## src/rtl/vrf_read_seq_pkg.sv

```systemverilog
// vrf_read_seq_pkg: shared state encoding, request/command shapes and default widths
package vrf_read_seq_pkg;

    localparam int VS_BITS_DEF         = 5;
    localparam int GROUP_BITS_DEF      = 4;
    localparam int COUNT_BITS_DEF      = 6;
    localparam int SRC_BITS_DEF        = 4;
    localparam int IDX_BITS_DEF        = 3;
    localparam int MAX_OUTSTANDING_DEF = 4;

    typedef enum logic [1:0] {IDLE, ISSUE, DRAIN} state_e;

    typedef struct packed {
        logic [VS_BITS_DEF-1:0]    vs;
        logic [GROUP_BITS_DEF-1:0] group_index;
        logic [SRC_BITS_DEF-1:0]   read_source;
        logic [IDX_BITS_DEF-1:0]   instruction_index;
    } read_req_t;

    typedef struct packed {
        logic [VS_BITS_DEF-1:0]    vs;
        logic [COUNT_BITS_DEF-1:0] last_group;
        logic [SRC_BITS_DEF-1:0]   read_source;
        logic [IDX_BITS_DEF-1:0]   instruction_index;
    } read_cmd_t;

endpackage

```

## src/rtl/vrf_read_credit_counter.sv

```systemverilog
// vrf_read_credit_counter: saturating up/down count of reads in flight to the read pipe
module vrf_read_credit_counter #(
    parameter int MAX_OUTSTANDING = 4,
    localparam int W = $clog2(MAX_OUTSTANDING + 1)
) (
    input  logic clock,
    input  logic reset,
    input  logic inc_i,
    input  logic dec_i,
    output logic has_credit_o,
    output logic is_zero_o,
    output logic next_zero_o
);

    logic [W-1:0] count_q, count_d;

    // Simultaneous issue and return cancel; a return with nothing in flight is dropped
    always_comb begin
        count_d = (inc_i && !dec_i) ? count_q + 1'b1 :
                  (dec_i && !inc_i && count_q != '0) ? count_q - 1'b1 : count_q;
    end

    // Counter register, cleared only by reset
    always_ff @(posedge clock) begin
        if (!reset) count_q <= '0;
        else count_q <= count_d;
    end

    assign has_credit_o = count_q < W'(MAX_OUTSTANDING);
    assign is_zero_o    = count_q == '0;
    assign next_zero_o  = count_d == '0;

endmodule

```

## src/rtl/vrf_read_sequencer.sv

```systemverilog
// vrf_read_sequencer: expands one operand read command into per-group read-pipe requests.
// Build option: define VRF_READ_SEQ_KILL_EN to let kill abort issuing in ISSUE.
module vrf_read_sequencer
    import vrf_read_seq_pkg::*;
#(
    parameter int VS_BITS         = VS_BITS_DEF,
    parameter int GROUP_BITS      = GROUP_BITS_DEF,
    parameter int COUNT_BITS      = COUNT_BITS_DEF,
    parameter int SRC_BITS        = SRC_BITS_DEF,
    parameter int IDX_BITS        = IDX_BITS_DEF,
    parameter int MAX_OUTSTANDING = MAX_OUTSTANDING_DEF
) (
    input  logic                  clock,
    input  logic                  reset,
    output logic                  cmd_ready,
    input  logic                  cmd_valid,
    input  logic [VS_BITS-1:0]    cmd_bits_vs,
    input  logic [COUNT_BITS-1:0] cmd_bits_lastGroup,
    input  logic [SRC_BITS-1:0]   cmd_bits_readSource,
    input  logic [IDX_BITS-1:0]   cmd_bits_instructionIndex,
    input  logic                  enqueue_ready,
    output logic                  enqueue_valid,
    output logic [VS_BITS-1:0]    enqueue_bits_vs,
    output logic [GROUP_BITS-1:0] enqueue_bits_groupIndex,
    output logic [SRC_BITS-1:0]   enqueue_bits_readSource,
    output logic [IDX_BITS-1:0]   enqueue_bits_instructionIndex,
    input  logic                  dataFire,
    input  logic                  kill,
    output logic                  busy,
    output logic                  done
);

    state_e                state_q, state_d;
    logic [VS_BITS-1:0]    vs_q;
    logic [COUNT_BITS-1:0] last_q;
    logic [SRC_BITS-1:0]   src_q;
    logic [IDX_BITS-1:0]   idx_q;
    logic [COUNT_BITS-1:0] count_q, count_d;
    logic                  done_q, done_d;
    logic [COUNT_BITS-1:0] reg_step;
    logic                  cmd_fire, enq_fire, has_credit, next_zero, kill_act, unused_is_zero;

`ifdef VRF_READ_SEQ_KILL_EN
    assign kill_act = kill;
`else
    logic unused_kill;
    assign unused_kill = kill;
    assign kill_act    = 1'b0;
`endif

    assign cmd_fire = cmd_ready && cmd_valid;
    assign enq_fire = enqueue_valid && enqueue_ready;
    assign reg_step = count_q >> GROUP_BITS;

    vrf_read_credit_counter #(.MAX_OUTSTANDING(MAX_OUTSTANDING)) u_credit (
        .clock        (clock),
        .reset        (reset),
        .inc_i        (enq_fire),
        .dec_i        (dataFire),
        .has_credit_o (has_credit),
        .is_zero_o    (unused_is_zero),
        .next_zero_o  (next_zero)
    );

    // State register
    always_ff @(posedge clock) begin
        if (!reset) state_q <= IDLE;
        else state_q <= state_d;
    end

    // Next state: last group fired or kill ends issue; drain waits for every credit back
    always_comb begin
        state_d = state_q;
        case (state_q)
            IDLE:    if (cmd_valid) state_d = ISSUE;
            ISSUE:   if (kill_act || (enq_fire && count_q == last_q)) state_d = DRAIN;
            DRAIN:   if (next_zero) state_d = IDLE;
            default: state_d = IDLE;
        endcase
    end

    // Handshake outputs depend only on registered state and kill, never on enqueue_ready
    always_comb begin
        cmd_ready     = state_q == IDLE;
        busy          = state_q != IDLE;
        enqueue_valid = state_q == ISSUE && has_credit && !kill_act;
    end

    // Group counter restarts per command; done fires as the last credit returns
    always_comb begin
        count_d = cmd_fire ? '0 : enq_fire ? count_q + 1'b1 : count_q;
        done_d  = state_q == DRAIN && next_zero;
    end

    // Command latch, group counter and completion pulse registers
    always_ff @(posedge clock) begin
        if (!reset) begin
            vs_q    <= '0;
            last_q  <= '0;
            src_q   <= '0;
            idx_q   <= '0;
            count_q <= '0;
            done_q  <= 1'b0;
        end else begin
            count_q <= count_d;
            done_q  <= done_d;
            if (cmd_fire) begin
                vs_q   <= cmd_bits_vs;
                last_q <= cmd_bits_lastGroup;
                src_q  <= cmd_bits_readSource;
                idx_q  <= cmd_bits_instructionIndex;
            end
        end
    end

    assign enqueue_bits_vs               = vs_q + VS_BITS'(reg_step);
    assign enqueue_bits_groupIndex       = count_q[GROUP_BITS-1:0];
    assign enqueue_bits_readSource       = src_q;
    assign enqueue_bits_instructionIndex = idx_q;
    assign done                          = done_q;

endmodule
```

## config.mk

```make
export PLATFORM = sky130hd
export DESIGN_NAME = vrf_read_sequencer
export DESIGN_NICKNAME = d
export VERILOG_FILES = /design/src/rtl/vrf_read_seq_pkg.sv /design/src/rtl/vrf_read_credit_counter.sv /design/src/rtl/vrf_read_sequencer.sv
export SDC_FILE = /design/constraint.sdc
export NUM_CORES = 1
export LEC_CHECK = 0
export BUFFER_PORTS_ARGS = -buffer_cell sky130_fd_sc_hd__buf_4
export CAP_MARGIN = 20
export CORE_MARGIN = 2
export CORE_UTILIZATION = 48
export CTS_BUF_LIST = sky130_fd_sc_hd__clkbuf_4 sky130_fd_sc_hd__clkbuf_8
export CTS_CLUSTER_DIAMETER = 80
export DETAILED_ROUTE_END_ITERATION = 6
export PLACE_DENSITY_LB_ADDON = 0.08
export SLEW_MARGIN = 25
export SYNTH_ARGS = -nofsm -noshare
export SYNTH_HDL_FRONTEND = slang
export SYNTH_SLANG_ARGS = --single-unit
```

## constraint.sdc

```tcl
create_clock -name clock -period 1.4 [get_ports clock]
set_input_delay 0.14 -clock clock [delete_from_list [all_inputs] [get_ports clock]]
set_output_delay 0.14 -clock clock [all_outputs]
set_load 0.01 [all_outputs]
```

* Word level (Yosys, flattened, before mapping)
Cells that the tools add are included.
** Operators by class
- Add/subtract/negate cells :: 4
- Order comparisons :: 1
- Eq/ne operators :: 6
- Multiplexer cells :: 6
- Bitwise gates (word level) :: 1
- Reductions and logical operators :: 16
** Operators by type and width (number)
- 1-bit logical AND :: 8
- 6-bit by 1-bit adder with 6-bit output, second input constant :: 1
- 6-bit == test :: 1
- 2-bit two-way mux :: 3
- 3-bit two-way mux :: 2
- 2-bit one-hot mux with 3 select lines :: 1
- 5-bit by 2-bit adder with 5-bit output :: 1
- 2-bit != test, second input constant :: 2
- 3-bit by 1-bit adder with 3-bit output, second input constant :: 1
- 3-bit logical NOT :: 1
- 3-bit less-than comparator, second input constant :: 1
- 3-bit AND reduction :: 1
- 3-bit nonzero test :: 1
- 3-bit by 1-bit subtractor with 3-bit output, second input constant :: 1
- 2-bit by 1-bit == test with 1-bit output, second input constant :: 1
- 2-bit == test, second input constant :: 1
- 1-bit logical NOT :: 2
- 2-bit logical NOT :: 1
- 2-bit by 1-bit != test with 1-bit output, second input constant :: 1
- 2-bit nonzero test :: 1
- 2-bit OR reduction :: 1
- 1-bit inverter :: 1
** Storage, ports and cells
- Register bits after elaboration :: 30
- Input bits :: 24
- Output and inout port bits :: 20
- Logic and storage cells :: 42

* Longest topological paths before layout
Gate-level depths: netlist (run 1).
- Word-level depth :: 11
- Depth in mapped cells :: 7
- Mapped depth without buffers :: 7

* Modules after synthesis
Synthesis (run 1) repeated with hierarchy kept, for this count alone.
** Unflattened totals
- Cell total of the unflattened synthesis :: 174
- Area total of the unflattened synthesis :: 1541.5 µm²
** Modules (own cells, without submodules)
- vrf_read_sequencer :: instances 1, cells each 145, area each 1286.2 µm², sequential area each 540.5 µm²
- vrf_read_credit_counter :: instances 1, cells each 29, area each 255.2 µm², sequential area each 60.1 µm²

* Worst setup path after synthesis (run 1)
No wires, ideal clock.
- Path type :: register -> register
- From :: register u_credit.count_q[0]
- To :: register state_q[1]
- Library setup time :: 91 ps
- Data arrival time :: 1476 ps
- Required time :: 1309 ps
- Setup slack :: -167 ps
- Cell stages (with the launch flop) :: 7
- Period minus slack after synthesis :: 1567 ps
- Path through :: dfxtp_1 -> inv_1 -> ha_1 -> ha_1 -> a31o_2 -> o311a_1 -> a311oi_1
** Between the ends
- Longest elaborated chain between the ends :: 11
- Elaborated cells on any way between the ends :: 17
- Those cells by class :: add/sub: 2; order compare: 1; eq/ne: 2; mux: 2; reduce/logical: 10
** RTL lines
- start: declaration :: RTL line vrf_read_credit_counter.sv:15 : logic [W-1:0] count_q, count_d;
- start signal: assignment :: RTL line vrf_read_credit_counter.sv:26 : else count_q <= count_d;
- 3-bit less-than comparator :: RTL line vrf_read_credit_counter.sv:29 : assign has_credit_o = count_q < W'(MAX_OUTSTANDING);
- 1-bit logical AND :: RTL line vrf_read_sequencer.sv:86 : enqueue_valid = state_q == ISSUE && has_credit && !kill_act;
- 1-bit logical AND :: RTL line vrf_read_sequencer.sv:52 : assign enq_fire = enqueue_valid && enqueue_ready;
- 1-bit logical NOT :: RTL line vrf_read_credit_counter.sv:20 : (dec_i && !inc_i && count_q != '0) ? count_q - 1'b1 : count_q;
- 1-bit logical AND (2 in series) :: RTL line vrf_read_credit_counter.sv:20
- 3-bit two-way mux :: RTL line vrf_read_credit_counter.sv:20
- 3-bit two-way mux :: RTL line vrf_read_credit_counter.sv:19 : count_d = (inc_i && !dec_i) ? count_q + 1'b1 :
- 3-bit logical NOT :: RTL line vrf_read_credit_counter.sv:31 : assign next_zero_o = count_d == '0;
- 2-bit != test (no source line)
- 3-bit AND reduction (no source line) *
- end signal: assignment :: RTL line vrf_read_sequencer.sv:68 : else state_q <= state_d;
- end: declaration :: RTL line vrf_read_sequencer.sv:33 : state_e state_q, state_d;
Mark *: on every way between the ends. The rest lies on a longest branch, timed or not.
A chain may end at the register's enable or synchronous reset.

* Worst setup path after layout (run 1)
- From :: register vs_q[0]
- To :: output port enqueue_bits_vs[2]
** Between the ends
- Longest elaborated chain between the ends :: 1
** RTL lines
- start: declaration :: RTL line vrf_read_sequencer.sv:34 : logic [VS_BITS-1:0] vs_q;
- start signal: assignment :: RTL line vrf_read_sequencer.sv:108 : vs_q <= cmd_bits_vs;
- 5-bit by 2-bit adder with 5-bit output :: RTL line vrf_read_sequencer.sv:116 : assign enqueue_bits_vs = vs_q + VS_BITS'(reg_step);
- end: declaration :: RTL line vrf_read_sequencer.sv:23 : output logic [VS_BITS-1:0] enqueue_bits_vs,
Every way passes these cells.

==> results.toml, run 1 <==
[finish]
num-fill-cells = 217
final_nets = 280
syn2layout_area_growth_pct = 49.3
drive_above_1_share = 0.436
layout.cells.non_filler = 283
diodes = 0

[worst_setup_path]
cp.arrival_ps = 1660
timing.rr.start = "state_q[1]"
max_stage_delay_ps = 370
crit_path_start_kind = "register"
worstSetupPathType = "register to output port"
critPathMaxFanout = 2
crit_start = "vs_q[0]"
cpMostUsedCell = "buf_4"
path_cells = "ha_4 -> inv_2 -> fa_2 -> buf_4 -> xnor2_2 -> buf_4"
r2r-end = "count_q[4]"
endpoint = "enqueue_bits_vs[2]"
required_ps = 1260
rr_worst_depth = 6
cp_slowest_cell = "dfxtp_2"
cp-end-kind = "output port"
rrSetupSlack_ps = -130

[sta]
relSlewSlack = 0.771
skew_ps = 11.3
fin_ws_ps = -398
finalSetupViolCount = 11
finalHoldViolations = 0
drv_slew = 0
grt_setup_unrepaired = "true"
worstMarginPinSlew_ps = 342
post-route-min-period_ps = 1800
fmax_mhz = 556
period_share = 1.28

[worst_hold_path]
hp-start = "cmd_bits_vs[0]"
hold_class = "input pin to register"

[pwr]
power.total_w = 0.00250
ir_drop_uv = 502
powerDensity_mw_per_mm2 = 1110
power_leakage_nw = 1.04

[synth]
synth_warnings = 0
synth_common_cells = "nand2_1 (44), dfxtp_1 (30), a21oi_1 (18)"
yosysMostFrequentCell = "nand2_1"
synth_top_cell_by_area = "dfxtp_1"
async_flop_share = 0
syn_area_mm2 = 0.00150
synth_edf_count = 0
yosysTopAreaCellShare = 0.401
synth_cell_types = 37
syn_area_per_cell_um2 = 8.15
synth_nets = 215
syn_inst = 184
ys_seq_area_frac = 0.401
ys.flop_type = "dfxtp_1"
ys_seq_elements = 30
synth_area_leaders = "dfxtp_1 (40%), nand2_1 (11%), a21oi_1 (6.0%)"

[placement]
dp.cells = 265
dp_slack_ps = -136
gp_congestion = 0.789
port_buffers = 42
dp_hpwl_um = 2550

[clock_tree]
cts_sinks = 30
postCtsHoldBufs = 0
clock_path_buffers = 2
cts-root-buf = "clkbuf_4"
cts_htree_levels = 2
cts_tree = "built"
cts_inserted_buffers = 5
clock_latency_ps = 330
clkTransAtPathRegs_ps = 100

[outcome]
violations = "negative setup slack"
status = "finished with violations"

[detailed_routing]
dr_wl_met3_um = 191
routed_wl_um = 3710
drtAntennaViolNets = 0
via_count = 1460
top_layer_used = "met4"
drtPass1Iterations = 4
viasPerCell = 5.16
wl_met2_um = 1840
wl_per_cell_um = 13.1
drt_iter0_drc = 100
drc = 0
met1_length_um = 1630

[floorplanning]
ioPinCount = 44
initial_utilization = 0.499
die_x_um = 59.9
core-area_mm2 = 0.00300
die-area_mm2 = 0.00359
die_y_um = 59.9
rows = 20

[global_routing]
grt_pass1_vias = 1406
grt_usage = 0.219
grt_overflow_total = 0
grt_start_max_net_pins = 19
antenna_found_initial = 0
grt_pass1_wl_um = 5860

[job]
drv_cap = 0
[logic make-up (layout without fill, tap and decap cells)]
kind of cell / after synthesis / count (layout) / synth area share
simple gates: 76 / 76 / 0.223
compound gates: 32 / 32 / 0.138
flops: 30 / 30 / 0.401
buf+inv: 23 / 89 / 0.0768
xor+xnor: 14 / 14 / 0.0818
fa+ha+maj: 7 / 7 / 0.0634
mux: 2 / 2 / 0.0167
[worst max-delay path: cells and delay by family, from the launching register on]
kind,cells,cell delay [ps]
adder cells (fa/ha/maj),2,500
flip-flops,1,370
buffers and inverters,3,320
XOR/XNOR,1,130
[cell usage in the layout, fill, tap and decap left out, types with 5 or more instances in the layout]
cell      Yosys  layout
dfxtp_2       0       8
a21oi_1      18      18
buf_6         1       7
clkbuf_4      0       7
inv_1        11       5
inv_2         0       5
nor2_1       15      13
nand2_1      44      43
xor2_1       10      10
dfxtp_1      30      22
buf_4         5      62
[worst min-delay path by stage]
stage	endpoint	cells after the start
6_report	vs_q[0]	3
5_1_grt	last_q[3]	3
3_5_place_dp	vs_q[3]	3
3_3_place_gp	vs_q[3]	3
2_1_floorplan	u_credit.count_q[1]	1
4_1_cts	vs_q[3]	3
[flip-flops by register name, indices dropped and copies added (netlist names)]
| name | cells |
|---|---|
| count_q | 6 |
| done | 1 |
| enqueue_bits_instructionIndex | 3 |
| enqueue_bits_readSource | 4 |
| last_q | 6 |
| state_q | 2 |
| u_credit.count_q | 3 |
| vs_q | 5 |
[area by class of cell]
type / count / area (um^2) / share of cell area
timing repair buffer: 70 / 564 / 0.252
clock buffer: 7 / 52.6 / 0.0235
sequential: 30 / 611 / 0.273
clock inverter: 1 / 30.0 / 0.0134
multi-input combinational: 131 / 896 / 0.400
inverter: 11 / 43.8 / 0.0196
tap: 33 / 41.3 / 0.0184
[per-layer routing]
layer / vias to the layer above / global-route usage
met2: 44 / 0.360
met3: 8 / 0.0736
met1: 672 / 0.266
met5: - / 0
met4: 0 / 0.0794
li1: 736 / -
[through the flow]
step	setup TNS (ps)	hold slack [ps]	instance area [um^2]	utilization
after detailed placement	-573	395	1960	0.653
after CTS	-1430	37.8	2160	0.719
after global routing	-2750	28.9	2240	0.745
final	-1890	44.5	2240	0.745
after floorplan	-63.5	273	1520	-
after global placement	-130	386	1960	0.653
[report_power, final]
| group | internal (W) | switching (W) | leakage (nW) |
|---|---|---|---|
| clock | 0.000417 | 0.000302 | 0.0463 |
| sequential | 0.000917 | 0.0000471 | 0.249 |
| combinational | 0.000448 | 0.000363 | 0.747 |
[repair_timing]
action	CTS	global route
resized for setup	22	12
gates cloned	0	1
pin swaps	8	4
hold endpoints to repair	0	0
buffers inserted	5	4
endpoints found under the setup margin	11	25
No activity file was read; power rests on OpenSTA's default activity.
==> run 2: changes to the inputs <==
--- a/config.mk
+++ b/config.mk
@@ -7,6 +7,7 @@
 export LEC_CHECK = 0
 export BUFFER_PORTS_ARGS = -buffer_cell sky130_fd_sc_hd__buf_4
 export CAP_MARGIN = 20
+export CORE_ASPECT_RATIO = 1.4
 export CORE_MARGIN = 2
 export CORE_UTILIZATION = 48
 export CTS_BUF_LIST = sky130_fd_sc_hd__clkbuf_4 sky130_fd_sc_hd__clkbuf_8
==> run 2 against run 1 <==
Effect of this change: the flow still finishes with violations (negative setup slack); maximum frequency increased by 5.7%; clock power decreased by 2%; worst setup slack improved by 96 ps; cell area decreased by 1.7%; clock skew decreased by 8.9 ps; via count decreased by 0.89%; combinational power decreased by 7.4%; routed wire length decreased by 5.6%; highest routed layer unchanged.
==> results.toml, run 2 (same netlist as run 1, synthesis figures left out) <==
[outcome]
status = "finished with violations"
violations = "negative setup slack"

[sta]
fmax_mhz = 588
fin_ws_ps = -301
period_share = 1.22
tns_ps = -1380
drv_slew = 0
relSlewSlack = 0.761
skew_ps = 2.35
post-route-min-period_ps = 1700
worstMarginPinSlew_ps = 359
finalHoldViolations = 0
finalSetupViolCount = 10
grt_setup_unrepaired = "true"
holdWs_ps = 109

[worst_setup_path]
r2r-end = "state_q[1]"
worstSetupPathType = "register to output port"
max_stage_delay_ps = 350
crit_path_start_kind = "register"
rrSetupSlack_ps = -140
cp-end-kind = "output port"
timing.rr.start = "state_q[1]"
critPathMaxFanout = 2
path_cells = "ha_4 -> inv_2 -> fa_2 -> nor2_2 -> xor2_1 -> buf_4"
cp_slowest_cell = "dfxtp_2"
cp.arrival_ps = 1560
rr_worst_depth = 4
required_ps = 1260

[placement]
dp_hpwl_um = 2540
dp.cells = 270
gp_congestion = 0.810
port_buffers = 42

[finish]
final_common_cell = "buf_4"
final_cell_mix = "buf_4 (58), nand2_1 (44), dfxtp_1 (22)"
final_nets = 276
num-fill-cells = 233
drive_above_1_share = 0.419
top_regs = "count_q: 6 flops, last_q: 6 flops, vs_q: 5 flops"
diodes = 0
syn2layout_area_growth_pct = 46.7
layout.cells.non_filler = 285
seqCellArea_um2 = 611
multi_input_area_um2 = 873

[worst_hold_path]
hp-start = "cmd_bits_vs[4]"
hold_class = "input pin to register"
hold_depth = 3
whs_endpoint = "vs_q[4]"

[global_routing]
grt_usage = 0.213
grt_pass1_wl_um = 5860
grt_pass1_vias = 1415
grt_overflow_total = 0
grt_start_max_net_pins = 19
antenna_found_initial = 0

[floorplanning]
core-area_mm2 = 0.00306
ioPinCount = 44
rows = 24
die_y_um = 70.1
die-area_mm2 = 0.00359
initial_utilization = 0.489
die_x_um = 51.2

[detailed_routing]
routed_wl_um = 3500
drc = 0
viasPerCell = 5.08
drtAntennaViolNets = 0
drtPass1Iterations = 4
via_count = 1447
wl_per_cell_um = 12.3
drt_iter0_drc = 29

[clock_tree]
cts_tree = "built"
clkTransAtPathRegs_ps = 60
cts_sinks = 30
cts_inserted_buffers = 5
clock_latency_ps = 280
cts-root-buf = "clkbuf_8"
postCtsHoldBufs = 0
clock_path_buffers = 2
cts_htree_levels = 2

[pwr]
power.total_w = 0.00242
ir_drop_uv = 908
powerDensity_mw_per_mm2 = 1100
power_leakage_nw = 1.02

[job]
drv_cap = 0
run 2: changes by cell type in the layout (fill, tap and decap cells not counted), sizes merged:
cell    delta
clkinv     +1
bufinv     -1
buf        -4
run 2: power breakdown:
| part | internal [W] | leakage, nW | switching, W | total, W |
|---|---|---|---|---|
| Sequential | 0.000919 | 0.249 | 0.0000443 | 0.000963 |
| Clock | 0.000415 | 0.0517 | 0.000295 | 0.000709 |
| Combinational | 0.000401 | 0.723 | 0.000350 | 0.000751 |
run 2: worst max path at each step:
stage               slack [ps]           startpoint  cells past startpoint                  to
finish                    -300              vs_q[0]                      6  enqueue_bits_vs[4]
CTS                       -300              vs_q[0]                      6  enqueue_bits_vs[4]
global route              -370              vs_q[0]                      6  enqueue_bits_vs[4]
floorplan                  -40  u_credit.count_q[2]                      5          state_q[1]
detailed placement        -170  u_credit.count_q[2]                      5          state_q[1]
global placement           -90  u_credit.count_q[1]                      7          state_q[1]
run 2: metrics by stage:
step	cell area (um^2)	util	setup slack (ps)
floorplan	1520	-	-43.5
global placement	1960	0.640	-85.2
detailed placement	1960	0.640	-168
CTS	2160	0.704	-300
global route	2200	0.718	-371
finish	2200	0.718	-301
run 2: layer usage:
| metal | global-route usage | share of wire | wire, um |
|---|---|---|---|
| met2 | 0.371 | 0.55 | 1910 |
| met4 | 0.0906 | 0.020 | 70 |
| met5 | 0 | 0 | 0 |
| met1 | 0.227 | 0.38 | 1330 |
| met3 | 0.0726 | 0.054 | 188 |
run 2: repair_timing:
item / 4_1_cts / 5_1_grt
cloned: 0 / 1
buffers inserted: 5 / 1
gates resized for setup: 21 / 8
pin swaps: 4 / 4
setup endpoints to repair: 10 / 13
run 2: cell type report:
type                    instances  share of cell area
inverters                      11              0.0199
repair buffers                 66               0.240
multi-input cells             131               0.397
well taps                      39              0.0222
clock inverters                 1             0.00228
flip-flops and latches         30               0.278
clock buffers                   7              0.0410
run 2: critical path, delay by kind of cell, from the launching register on:
kind / cells / cell delay, ps
buffers and inverters: 2 / 170
DFF: 1 / 350
and+or+nand+nor: 1 / 120
xor gates and xnor gates: 1 / 160
adders and majority gates: 2 / 490
